**src/rtl/instr_mem_fetch_if.sv**
```systemverilog
// Fetch-stage bus: PC register side, instruction memory side and decode side.
// The master modport is the fetch stage; the slave modport is its environment.
interface instr_mem_fetch_if #(
  parameter int ADDR_W = 30,
  parameter int DATA_W = 32
);
  logic [ADDR_W-1:0] pc_word;
  logic              pc_valid;
  logic              flush;
  logic              pc_advance;
  logic              mem_req;
  logic [ADDR_W+1:0] mem_addr;
  logic              mem_ack;
  logic [DATA_W-1:0] mem_rdata;
  logic [DATA_W-1:0] instr;
  logic              instr_valid;
  logic              instr_ready;
  logic              fetch_err;

  modport master (
    input  pc_word, pc_valid, flush, mem_ack, mem_rdata, instr_ready,
    output pc_advance, mem_req, mem_addr, instr, instr_valid, fetch_err
  );

  modport slave (
    output pc_word, pc_valid, flush, mem_ack, mem_rdata, instr_ready,
    input  pc_advance, mem_req, mem_addr, instr, instr_valid, fetch_err
  );
endinterface

```
**src/rtl/instr_mem_fetch.sv**
```systemverilog
// Instruction fetch: PC word -> byte-addressed req/ack read -> one-entry valid/ready holding register.
// 2 cycles pc_valid->instr_valid minimum; stalls in HOLD while instr_ready=0; FETCH_TIMEOUT_EN adds a WAIT watchdog.
module instr_mem_fetch #(
  parameter int ADDR_W      = 30,
  parameter int DATA_W      = 32,
  parameter int TIMEOUT_CYC = 16
) (
  input logic               clk,
  input logic               rst_n,
  instr_mem_fetch_if.master bus
);

  typedef enum logic [1:0] {
    S_IDLE = 2'd0,
    S_WAIT = 2'd1,
    S_HOLD = 2'd2,
    S_ERR  = 2'd3
  } state_e;

  state_e            state_q, state_d;
  logic              req_q, req_d;
  logic [ADDR_W+1:0] addr_q, addr_d;
  logic [DATA_W-1:0] instr_q, instr_d;
  logic              vld_q, vld_d;
  logic              adv_q, adv_d;
  logic              discard_q, discard_d;
  logic              err_q, err_d;

`ifdef FETCH_TIMEOUT_EN
  localparam int CNT_W = $clog2(TIMEOUT_CYC + 1);
  logic [CNT_W-1:0] cnt_q, cnt_d;
`else
  logic unused_cfg;
  assign unused_cfg = (TIMEOUT_CYC != 0);
`endif

  always_comb begin
    state_d   = state_q;
    req_d     = req_q;
    addr_d    = addr_q;
    instr_d   = instr_q;
    vld_d     = vld_q;
    adv_d     = 1'b0;
    discard_d = discard_q;
    err_d     = err_q;
`ifdef FETCH_TIMEOUT_EN
    cnt_d     = cnt_q;
`endif

    case (state_q)
      S_IDLE: begin
        if (bus.pc_valid && !bus.flush) begin
          addr_d    = {bus.pc_word, 2'b00};
          req_d     = 1'b1;
          discard_d = 1'b0;
`ifdef FETCH_TIMEOUT_EN
          cnt_d     = '0;
`endif
          state_d   = S_WAIT;
        end
      end

      S_WAIT: begin
        // A request is never withdrawn; a flush only marks the returning data for discard.
        if (bus.mem_ack) begin
          req_d = 1'b0;
          if (discard_q || bus.flush) begin
            discard_d = 1'b0;
            state_d   = S_IDLE;
          end else begin
            instr_d = bus.mem_rdata;
            vld_d   = 1'b1;
            adv_d   = 1'b1;
            state_d = S_HOLD;
          end
        end else begin
          if (bus.flush) begin
            discard_d = 1'b1;
          end
`ifdef FETCH_TIMEOUT_EN
          cnt_d = cnt_q + 1'b1;
          if (cnt_q == CNT_W'(TIMEOUT_CYC - 1)) begin
            req_d   = 1'b0;
            err_d   = 1'b1;
            state_d = S_ERR;
          end
`endif
        end
      end

      S_HOLD: begin
        if (bus.flush) begin
          vld_d   = 1'b0;
          state_d = S_IDLE;
        end else if (bus.instr_ready) begin
          vld_d = 1'b0;
          if (bus.pc_valid) begin
            addr_d    = {bus.pc_word, 2'b00};
            req_d     = 1'b1;
            discard_d = 1'b0;
`ifdef FETCH_TIMEOUT_EN
            cnt_d     = '0;
`endif
            state_d   = S_WAIT;
          end else begin
            state_d = S_IDLE;
          end
        end
      end

      S_ERR: begin
        req_d = 1'b0;
        vld_d = 1'b0;
      end

      default: begin
        state_d = S_IDLE;
        req_d   = 1'b0;
        vld_d   = 1'b0;
      end
    endcase
  end

  always_ff @(posedge clk or negedge rst_n) begin
    if (!rst_n) begin
      state_q   <= S_IDLE;
      req_q     <= 1'b0;
      addr_q    <= '0;
      instr_q   <= '0;
      vld_q     <= 1'b0;
      adv_q     <= 1'b0;
      discard_q <= 1'b0;
      err_q     <= 1'b0;
    end else begin
      state_q   <= state_d;
      req_q     <= req_d;
      addr_q    <= addr_d;
      instr_q   <= instr_d;
      vld_q     <= vld_d;
      adv_q     <= adv_d;
      discard_q <= discard_d;
      err_q     <= err_d;
    end
  end

`ifdef FETCH_TIMEOUT_EN
  always_ff @(posedge clk or negedge rst_n) begin
    if (!rst_n) begin
      cnt_q <= '0;
    end else begin
      cnt_q <= cnt_d;
    end
  end

  assign bus.fetch_err = err_q;
`else
  assign bus.fetch_err = 1'b0;
`endif

  assign bus.mem_req     = req_q;
  assign bus.mem_addr    = addr_q;
  assign bus.instr       = instr_q;
  assign bus.instr_valid = vld_q;
  assign bus.pc_advance  = adv_q;

endmodule

```
**src/flat_wrapper.sv**
```systemverilog
// flat-port wrapper written by rule: the top's interface ports become plain ports
module instr_mem_fetch_flat 
#(
  parameter int ADDR_W      = 30,
  parameter int DATA_W      = 32,
  parameter int TIMEOUT_CYC = 16
)
  (clk, rst_n, bus_pc_word, bus_pc_valid, bus_flush, bus_mem_ack, bus_mem_rdata, bus_instr_ready, bus_pc_advance, bus_mem_req, bus_mem_addr, bus_instr, bus_instr_valid, bus_fetch_err);
  instr_mem_fetch_if #(.ADDR_W(ADDR_W), .DATA_W(DATA_W)) bus_i ();
  input logic clk;
  input logic rst_n;
  input wire logic [$bits(bus_i.pc_word)-1:0] bus_pc_word;
  input wire logic [$bits(bus_i.pc_valid)-1:0] bus_pc_valid;
  input wire logic [$bits(bus_i.flush)-1:0] bus_flush;
  input wire logic [$bits(bus_i.mem_ack)-1:0] bus_mem_ack;
  input wire logic [$bits(bus_i.mem_rdata)-1:0] bus_mem_rdata;
  input wire logic [$bits(bus_i.instr_ready)-1:0] bus_instr_ready;
  output wire logic [$bits(bus_i.pc_advance)-1:0] bus_pc_advance;
  output wire logic [$bits(bus_i.mem_req)-1:0] bus_mem_req;
  output wire logic [$bits(bus_i.mem_addr)-1:0] bus_mem_addr;
  output wire logic [$bits(bus_i.instr)-1:0] bus_instr;
  output wire logic [$bits(bus_i.instr_valid)-1:0] bus_instr_valid;
  output wire logic [$bits(bus_i.fetch_err)-1:0] bus_fetch_err;
  assign bus_i.pc_word = bus_pc_word;
  assign bus_i.pc_valid = bus_pc_valid;
  assign bus_i.flush = bus_flush;
  assign bus_i.mem_ack = bus_mem_ack;
  assign bus_i.mem_rdata = bus_mem_rdata;
  assign bus_i.instr_ready = bus_instr_ready;
  assign bus_pc_advance = bus_i.pc_advance;
  assign bus_mem_req = bus_i.mem_req;
  assign bus_mem_addr = bus_i.mem_addr;
  assign bus_instr = bus_i.instr;
  assign bus_instr_valid = bus_i.instr_valid;
  assign bus_fetch_err = bus_i.fetch_err;
  instr_mem_fetch #(.ADDR_W(ADDR_W), .DATA_W(DATA_W), .TIMEOUT_CYC(TIMEOUT_CYC)) u_core (.clk(clk), .rst_n(rst_n), .bus(bus_i));
endmodule
```
**config.mk**
```make
export PLATFORM = sky130hd
export DESIGN_NAME = instr_mem_fetch_flat
export DESIGN_NICKNAME = d
export VERILOG_FILES = /design/src/rtl/instr_mem_fetch_if.sv /design/src/rtl/instr_mem_fetch.sv /design/src/flat_wrapper.sv
export SDC_FILE = /design/constraint.sdc
export NUM_CORES = 1
export LEC_CHECK = 0
export ABC_AREA = 1
export CORE_UTILIZATION = 35
export DETAILED_ROUTE_END_ITERATION = 10
export PLACE_DENSITY = 0.79
export SKIP_LAST_GASP = 1
export SYNTH_ARGS = -nofsm -noshare
export SYNTH_HDL_FRONTEND = slang
export SYNTH_SLANG_ARGS = --single-unit
```
**constraint.sdc**
```tcl
create_clock -name clk -period 1.8 [get_ports clk]
set_input_delay 0.36 -clock clk [delete_from_list [all_inputs] [get_ports clk]]
set_output_delay 0.36 -clock clk [all_outputs]
set_load 0.01 [all_outputs]
```
==> metrics, run 1 <==
share of cells above drive strength 1=5.69%; clock slew at reported path FFs=0.07 ns; worst vdd ir=0.000588 V; fin crit period=1.61 ns; Compound-Gate Fraction of Synth Area=6.75%; Antenna Violating Nets Remaining=0; fill cell count=693; max-cap viol count=0; WS Path Type=reg2out; Syn Std Cell Area=0.00276 sq mm; multi-input combinational cell area=805 sq um; Top delay family on crit path=buffers and inverters; WL final=6250 um; Core Footprint=0.00769 sq mm; Worst Setup SP=u_core.bus.instr[14]; CTS resizes=0; CP Max Fanout=2; XOR/XNOR Fraction of Synth Area=0%; Synth cell types=15; Via Count=2,393; FF+latch area=0.00170 sq mm; Avg Cell Area, Syn=8.77 sq um; CTS tree=built; vias in the first global route=2,407; clock sink total=68; Crit path arrival time=1.25 ns; GRT Overall Usage=16.1%; largest net degree at the start of global routing=69; power per cell area=1340 mW/mm^2; grt ovf=0; Worst R2R End=u_core.bus.instr[19]; CTS Buffer Depth=2; # IOs=136; setup TNS=0 ns; first-pass GRT wire length=10,600 um; worst reg2reg setup slack=0.47 ns; # setup viols final=0; Die ar.=0.00825 sq mm; final net count=520; GP Congestion=0.782; status=complete, no violations; Synth warnings=0; chip width=90.8 um; kind of end point of the critical path=output pin; First-pass DRT Iterations=4; port bufs=132; clk_lat worst skew=0.33 ns; vias per cell=4.28; total power after layout=5.90 mW; multiplexer share of the synthesized area=0%; Final Cycle Share=89.4%; drt initial violations=132; largest family of logic cells by synthesized area=simple AND/OR/NAND/NOR gates; Initial Utilization=35.9%; Pleak=2.21 nW; postcts setup bufs=0; total CTS buffers=9; DP Worst Slack=0.102 ns; flops & latches, synth=68; Reg2Reg Depth=7; Post-Syn Instances=315; average wire per standard cell=11.2 um; Final Hold Vio Count=0; Critical-path top delay cell=clkdlybuf4s50_1; Buf/Inv on CP=1; Slew Viols, Final=0; Setup crit end=bus_instr[14]; Clock Skews=0.00619 ns; most frequent cells in the layout=nand2_1 (146), clkdlybuf4s50_1 (131), dfrtp_1 (68), inv_1 (37), o21ai_0 (28); remaining routing DRC violations=0; Worst setup SP type=flip-flop; most common cell after layout, fill and taps aside=nand2_1; min-delay worst type=in2async; H-tree lvl count=3; Worst Setup Slack, final=0.191 ns; Worst Path Required=1.44 ns; post-cts hold buffer count=0; CP peak stage delay=0.55 ns; Rows=32; HPWL Detailed=4580 um; cell breakdown of the critical path=clkdlybuf4s50_1; Final Util=57.2%; clock root cell=clkbuf_8; Syn-to-layout area delta=59.3%; antenna cells=0; Fmax achieved=621 MHz; initial antenna violation count=0; die height=90.8 um; post-synthesis adder-cell area fraction=0%; Synth Area in Simple Gates=22.0%; worst reg2reg path startpoint=u_core.state_q[1]; CP Depth=1; Seq/Total Area, Yosys=61.6%; RSZ-0062 raised after global routing=false
power breakdown:
| part | switching (mW) | internal (mW) | total [mW] |
|---|---|---|---|
| combinational | 0.956 | 1.32 | 2.28 |
| clock | 0.523 | 0.692 | 1.21 |
| sequential | 0.315 | 2.09 | 2.41 |
| total | 1.79 | 4.11 | 5.90 |
routing by layer:
layer  vias to the layer above  wire length (um)  global-route usage (%)
met5                         -                 0                       0
met4                         0                69                    6.35
met3                         8               368                    3.87
met2                        76              3170                    28.7
met1                      1103              2640                    18.5
li1                       1206                 -                       -
area by class of cell:
type | instances | area share (%)
sequential | 68 | 38.7
timing repair buffer | 139 | 32.3
multi-input combinational | 195 | 18.3
clock buffer | 16 | 4.55
inverter | 39 | 3.33
tap | 102 | 2.90
cells by family (layout without fill, tap and decap cells):
kind of cell | count (synthesis) | in the layout
other cells | 1 | 3
simple gates | 158 | 158
flops | 68 | 68
buf+inv | 54 | 194
compound gates | 34 | 34
cell usage after synthesis:
library cell / number / area (sq um)
buf_2: 1 / 5.00
o211ai_4: 1 / 21.3
buf_6: 3 / 33.8
nand2_1: 146 / 548
o21ai_0: 28 / 140
clkbuf_2: 2 / 10.0
inv_2: 2 / 7.51
conb_1: 1 / 3.75
o21ai_1: 5 / 25.0
inv_1: 37 / 139
nor2_1: 6 / 22.5
nand3_1: 5 / 25.0
buf_4: 9 / 67.6
dfrtp_1: 68 / 1700
nor2_4: 1 / 11.3
registers in the layout, indices dropped and copies added, names as in the netlist:
name and count:
u_core.bus.instr 32, u_core.bus.mem_addr 30, u_core.state_q 2, u_core.bus.instr_valid 1
u_core.bus.mem_req 1, u_core.bus.pc_advance 1, u_core.discard_q 1
worst min path at each step:
stage	end	start	depth (start not counted)	slack, ns
2_1_floorplan	u_core.bus.instr[0]	rst_n	0	0.06
3_3_place_gp	u_core.bus.instr[22]	rst_n	2	0.40
3_5_place_dp	u_core.bus.instr[28]	rst_n	2	0.41
4_1_cts	u_core.bus.instr[28]	rst_n	2	0.04
5_1_grt	u_core.bus.instr[28]	rst_n	2	0.07
6_report	u_core.bus.instr[28]	rst_n	2	0.03
per-stage QoR:
stage               cells  area (sq um)  hold slack, ns
floorplan             317          2770          0.0644
CTS                   559          4400          0.0402
finish                559          4400          0.0322
global route          559          4400          0.0677
detailed placement    543          4200           0.405
global placement      543          4200           0.405
Power figures use the tool's default switching activity.
==> inputs of run 2 (changes only) <==
- CELL_PAD_IN_SITES_DETAIL_PLACEMENT: not set -> 2
- CELL_PAD_IN_SITES_GLOBAL_PLACEMENT: not set -> 2
- CORE_UTILIZATION: 35 -> 24
- PLACE_DENSITY: 0.79 -> 0.94
==> metrics, run 2 (synthesis results as in run 1) <==
Rows=38; Antenna Violating Nets Remaining=0; final net count=520; drt initial violations=80; setup TNS=0 ns; most common cell after layout, fill and taps aside=nand2_1; CTS Buffer Depth=2; chip width=109 um; postcts setup bufs=0; CP peak stage delay=0.60 ns; remaining routing DRC violations=0; First-pass DRT Iterations=4; power per cell area=1440 mW/mm^2; Comb pwr share=36.3%; switch share=30.7%; Setup crit end=bus_instr_valid; Initial Utilization=25.0%; initial antenna violation count=0; GRT Overall Usage=16.2%; Die ar.=0.0119 sq mm; CTS tree=built; Sw Pwr=2.01 mW; port bufs=132; status=complete, no violations; Worst R2R End=u_core.bus.instr[10]; Clock Power Share=26.3%; CP Max Fanout=2; Worst Setup Slack, final=0.178 ns; vias per cell=4.28; kind of end point of the critical path=output pin; fill cell count=1,230; WS Path Type=reg2out; Syn-to-layout area delta=64.1%; total CTS buffers=9; WL final=9200 um; FF+latch area=0.00170 sq mm; # IOs=136; Clock Skews=0.00474 ns; Critical-path top delay cell=clkdlybuf4s50_1; most frequent cells in the layout=nand2_1 (146), clkdlybuf4s50_1 (131), dfrtp_1 (68), inv_1 (37), o21ai_0 (28); Reg2Reg Depth=7; worst reg2reg setup slack=0.43 ns; min-delay worst type=in2async; Hold WS=0.0543 ns; sequential share of power=37.5%; H-tree lvl count=3; Crit path arrival time=1.26 ns; Final Cycle Share=90.1%; multi-input combinational cell area=805 sq um; clock sink total=68; CP Depth=1; Worst Setup SP=u_core.bus.instr_valid; Internal=4.52 mW; GP Congestion=0.678; Worst Path Required=1.44 ns; Worst setup SP type=flip-flop; max FFs per register=32; DP Worst Slack=0.0317 ns; share of cells above drive strength 1=5.26%; clk_lat worst skew=0.32 ns; Pleak=2.24 nW; Placement Cell Area=0.00425 sq mm; max-cap viol count=0; worst vdd ir=0.000466 V; final instance area=0.00453 sq mm; vias in the first global route=2,951; post-cts hold buffer count=0; RSZ-0062 raised after global routing=false; Final Util=41.1%; worst reg2reg path startpoint=u_core.state_q[1]; clock slew at reported path FFs=0.06 ns; Fmax achieved=617 MHz; Buf/Inv on CP=1; grt ovf=0; antenna cells=0; CTS resizes=0; Slew Viols, Final=0; Final Hold Vio Count=0; cell breakdown of the critical path=clkdlybuf4s50_1; HPWL Detailed=6830 um; average wire per standard cell=15.4 um; fin crit period=1.62 ns; clock root cell=clkbuf_16; first-pass GRT wire length=14,600 um; Core Footprint=0.0110 sq mm; Via Count=2,550; die height=109 um; # setup viols final=0; largest net degree at the start of global routing=69; Top delay family on crit path=buffers and inverters
## run 2: power by group through the flow
stage,clock (mW),combinational [mW],sequential [mW]
6_report,1.72,2.37,2.45
2_1_floorplan,0,0.589,2.68
4_1_cts,1.77,2.43,2.46
3_5_place_dp,0,2.41,2.47
3_3_place_gp,0,2.28,2.43
5_1_grt,1.82,2.61,2.52
## run 2: how the worst min path moves through the flow
| stage | end | slack, ns | depth (start not counted) |
|---|---|---|---|
| final | u_core.bus.mem_addr[20] | 0.05 | 2 |
| after global routing | u_core.bus.mem_addr[23] | 0.10 | 2 |
| after CTS | u_core.bus.mem_addr[26] | 0.08 | 2 |
| after detailed placement | u_core.bus.mem_addr[26] | 0.43 | 2 |
| after global placement | u_core.bus.mem_addr[26] | 0.41 | 2 |
| after floorplan | u_core.bus.instr[0] | 0.06 | 0 |
## run 2: routing by layer
layer / up-vias / share of wire [%] / GRT usage (%)
met2: 70 / 57 / 31.7
met3: 14 / 3.6 / 2.75
li1: 1212 / - / -
met1: 1254 / 37 / 17.0
met4: 0 / 2.3 / 6.57
met5: - / 0 / 0
## run 2: final cells by class
class / count / area share, %
inverters: 39 / 3.23
flip-flops and latches: 68 / 37.5
clock buffers: 13 / 5.52
well taps: 140 / 3.87
clock inverters: 2 / 0.773
multi-input cells: 195 / 17.8
repair buffers: 139 / 31.3
## run 2: per-stage QoR
| stage | cells | power, mW |
|---|---|---|
| after floorplan | 317 | 3.27 |
| after global placement | 581 | 4.71 |
| after detailed placement | 581 | 4.88 |
| after CTS | 596 | 6.66 |
| after global routing | 596 | 6.94 |
| final | 596 | 6.53 |
==> RTL change, RTL diff (config.mk and constraints of run 1) <==
`addr_q` and `instr_q` no longer have a reset.
--- a/src/rtl/instr_mem_fetch.sv
+++ b/src/rtl/instr_mem_fetch.sv
@@ -127,4 +127,2 @@
       req_q     <= 1'b0;
-      addr_q    <= '0;
-      instr_q   <= '0;
       vld_q     <= 1'b0;
@@ -136,4 +134,2 @@
       req_q     <= req_d;
-      addr_q    <= addr_d;
-      instr_q   <= instr_d;
       vld_q     <= vld_d;
@@ -143,2 +139,7 @@
     end
+  end
+
+  always_ff @(posedge clk) begin
+    addr_q  <= addr_d;
+    instr_q <= instr_d;
   end
Function: changed (Yosys sat finds a counterexample within 4 cycles, from zero or initial values and one cycle with rst_n low).
==> RTL change against run 1 <==
Design area shrank 12%; core utilization up 6.7 points; die area is 19% lower; critical path depth stayed put; clock skew up 0.0016 ns; wire length down 21%; area after synthesis shrank 19%; fmax rose by 0.84%; setup slack improved by 0.013 ns; sequential cell count did not move; highest routed layer unchanged.
Power is not compared: it rests on default switching activity, and its combinational part moved more than twofold at a synthesized area within 25%.
==> RTL change: results (changes against run 1) <==
status completed; Syn. warnings 0 (unchanged); internal power 2.92 mW; wl on met1 1.81 mm (-31%); GRT Total Usage 15.2% (-0.90 points); Post-Synthesis Cells 117 (-63%); hold bufs inserted after CTS 0 (unchanged); Worst EP arrival 1.24 ns; largest cells by area after synthesis edfxtp_1 83%, dfrtp_1 6.7%, nand2_1 2.7%; CP max stage cell clkdlybuf4s50_1; Routed met3 length 411 um (+12%); Post-synth EDFFs 62 (+62); met1 global-route usage 15.8% (-2.7 points); hpwl dp 3.78 mm (-17%); DRT Wirelength 4.96 mm (-21%); Post-synth top cells 62 x edfxtp_1, 16 x nand2_1, 6 x dfrtp_1, 6 x inv_1, 6 x nor2_1; max FFs per register 32 (unchanged); worst-path fanout max 2 (unchanged); r2r setup slk 0.40 ns (-0.07 ns); Met2 Routed Length 2.64 mm (-17%); largest net degree at the start of global routing 33 (-52%); Crit path max-delay family buffers and inverters; DRT Pass-1 Iters 4 (unchanged); Seq/Total Area, Yosys 90.0% (+28 points); Clk pin slew, worst setup/hold paths 0.06 ns; Synth Area in Adders 0% (unchanged); ys async rst share 8.82% (-91 points); fin cells 343 (-39%); # H-tree levels 3 (unchanged); cts repair resizes 0 (unchanged); Fillers 442 (-36%); GPL Wtd Cong 0.799 (+2.2%); Via density 4.17 (-2.7%); pre-CTS WS 0.0109 ns (-0.0909 ns); DP Area 3700 um2 (-12%); CTS buffer count 9 (unchanged); Post-Route Skew 0.00779 ns (+0.00160 ns); Distinct cells, synth 14 (-1); vias in the first global route 1367 (-43%); met2 Track Usage GR 26.0% (-2.7 points); final net count 332 (-36%); Worst R2R Path Depth 6 (-1); layout cells sized above 1 9.70% (+4.0 points); post-synthesis compound-gate area fraction 0.672% (-6.1 points); met3 Use GR 5.56% (+1.7 points); DR iter-0 viols 119 (-9.8%); fin area 3850 um2 (-12%); first-pass GRT wire length 6.91 mm (-35%); Final WS setup 0.204 ns (+0.0134 ns); hold_ws 0.271 ns (+0.239 ns)
-- RTL change: cell type report --
class                           count  area share, %
Clock buffer                       12           3.51
Clock inverter                      3          0.390
Inverter                           10          0.974
Multi-Input combinational cell     38           4.58
Sequential cell                    68           52.2
Tap cell                           75           2.44
Timing Repair Buffer              137           35.9
-- RTL change: path summary, 6_finish.rpt --
kind                                                     from                                 end
max reg2reg                     u_core.state_q[0]$_DFFE_PN0P_   u_core.bus.mem_addr[22]$_DFFE_PP_
max in group asynchronous                               rst_n        u_core.discard_q$_DFFE_PN0P_
max                        u_core.bus.instr_valid$_DFFE_PN0P_                     bus_instr_valid
min                                                     rst_n      u_core.bus.mem_req$_DFFE_PN0P_
min in group clk           u_core.bus.instr_valid$_DFFE_PN0P_  u_core.bus.instr_valid$_DFFE_PN0P_
min reg2reg                u_core.bus.instr_valid$_DFFE_PN0P_  u_core.bus.instr_valid$_DFFE_PN0P_
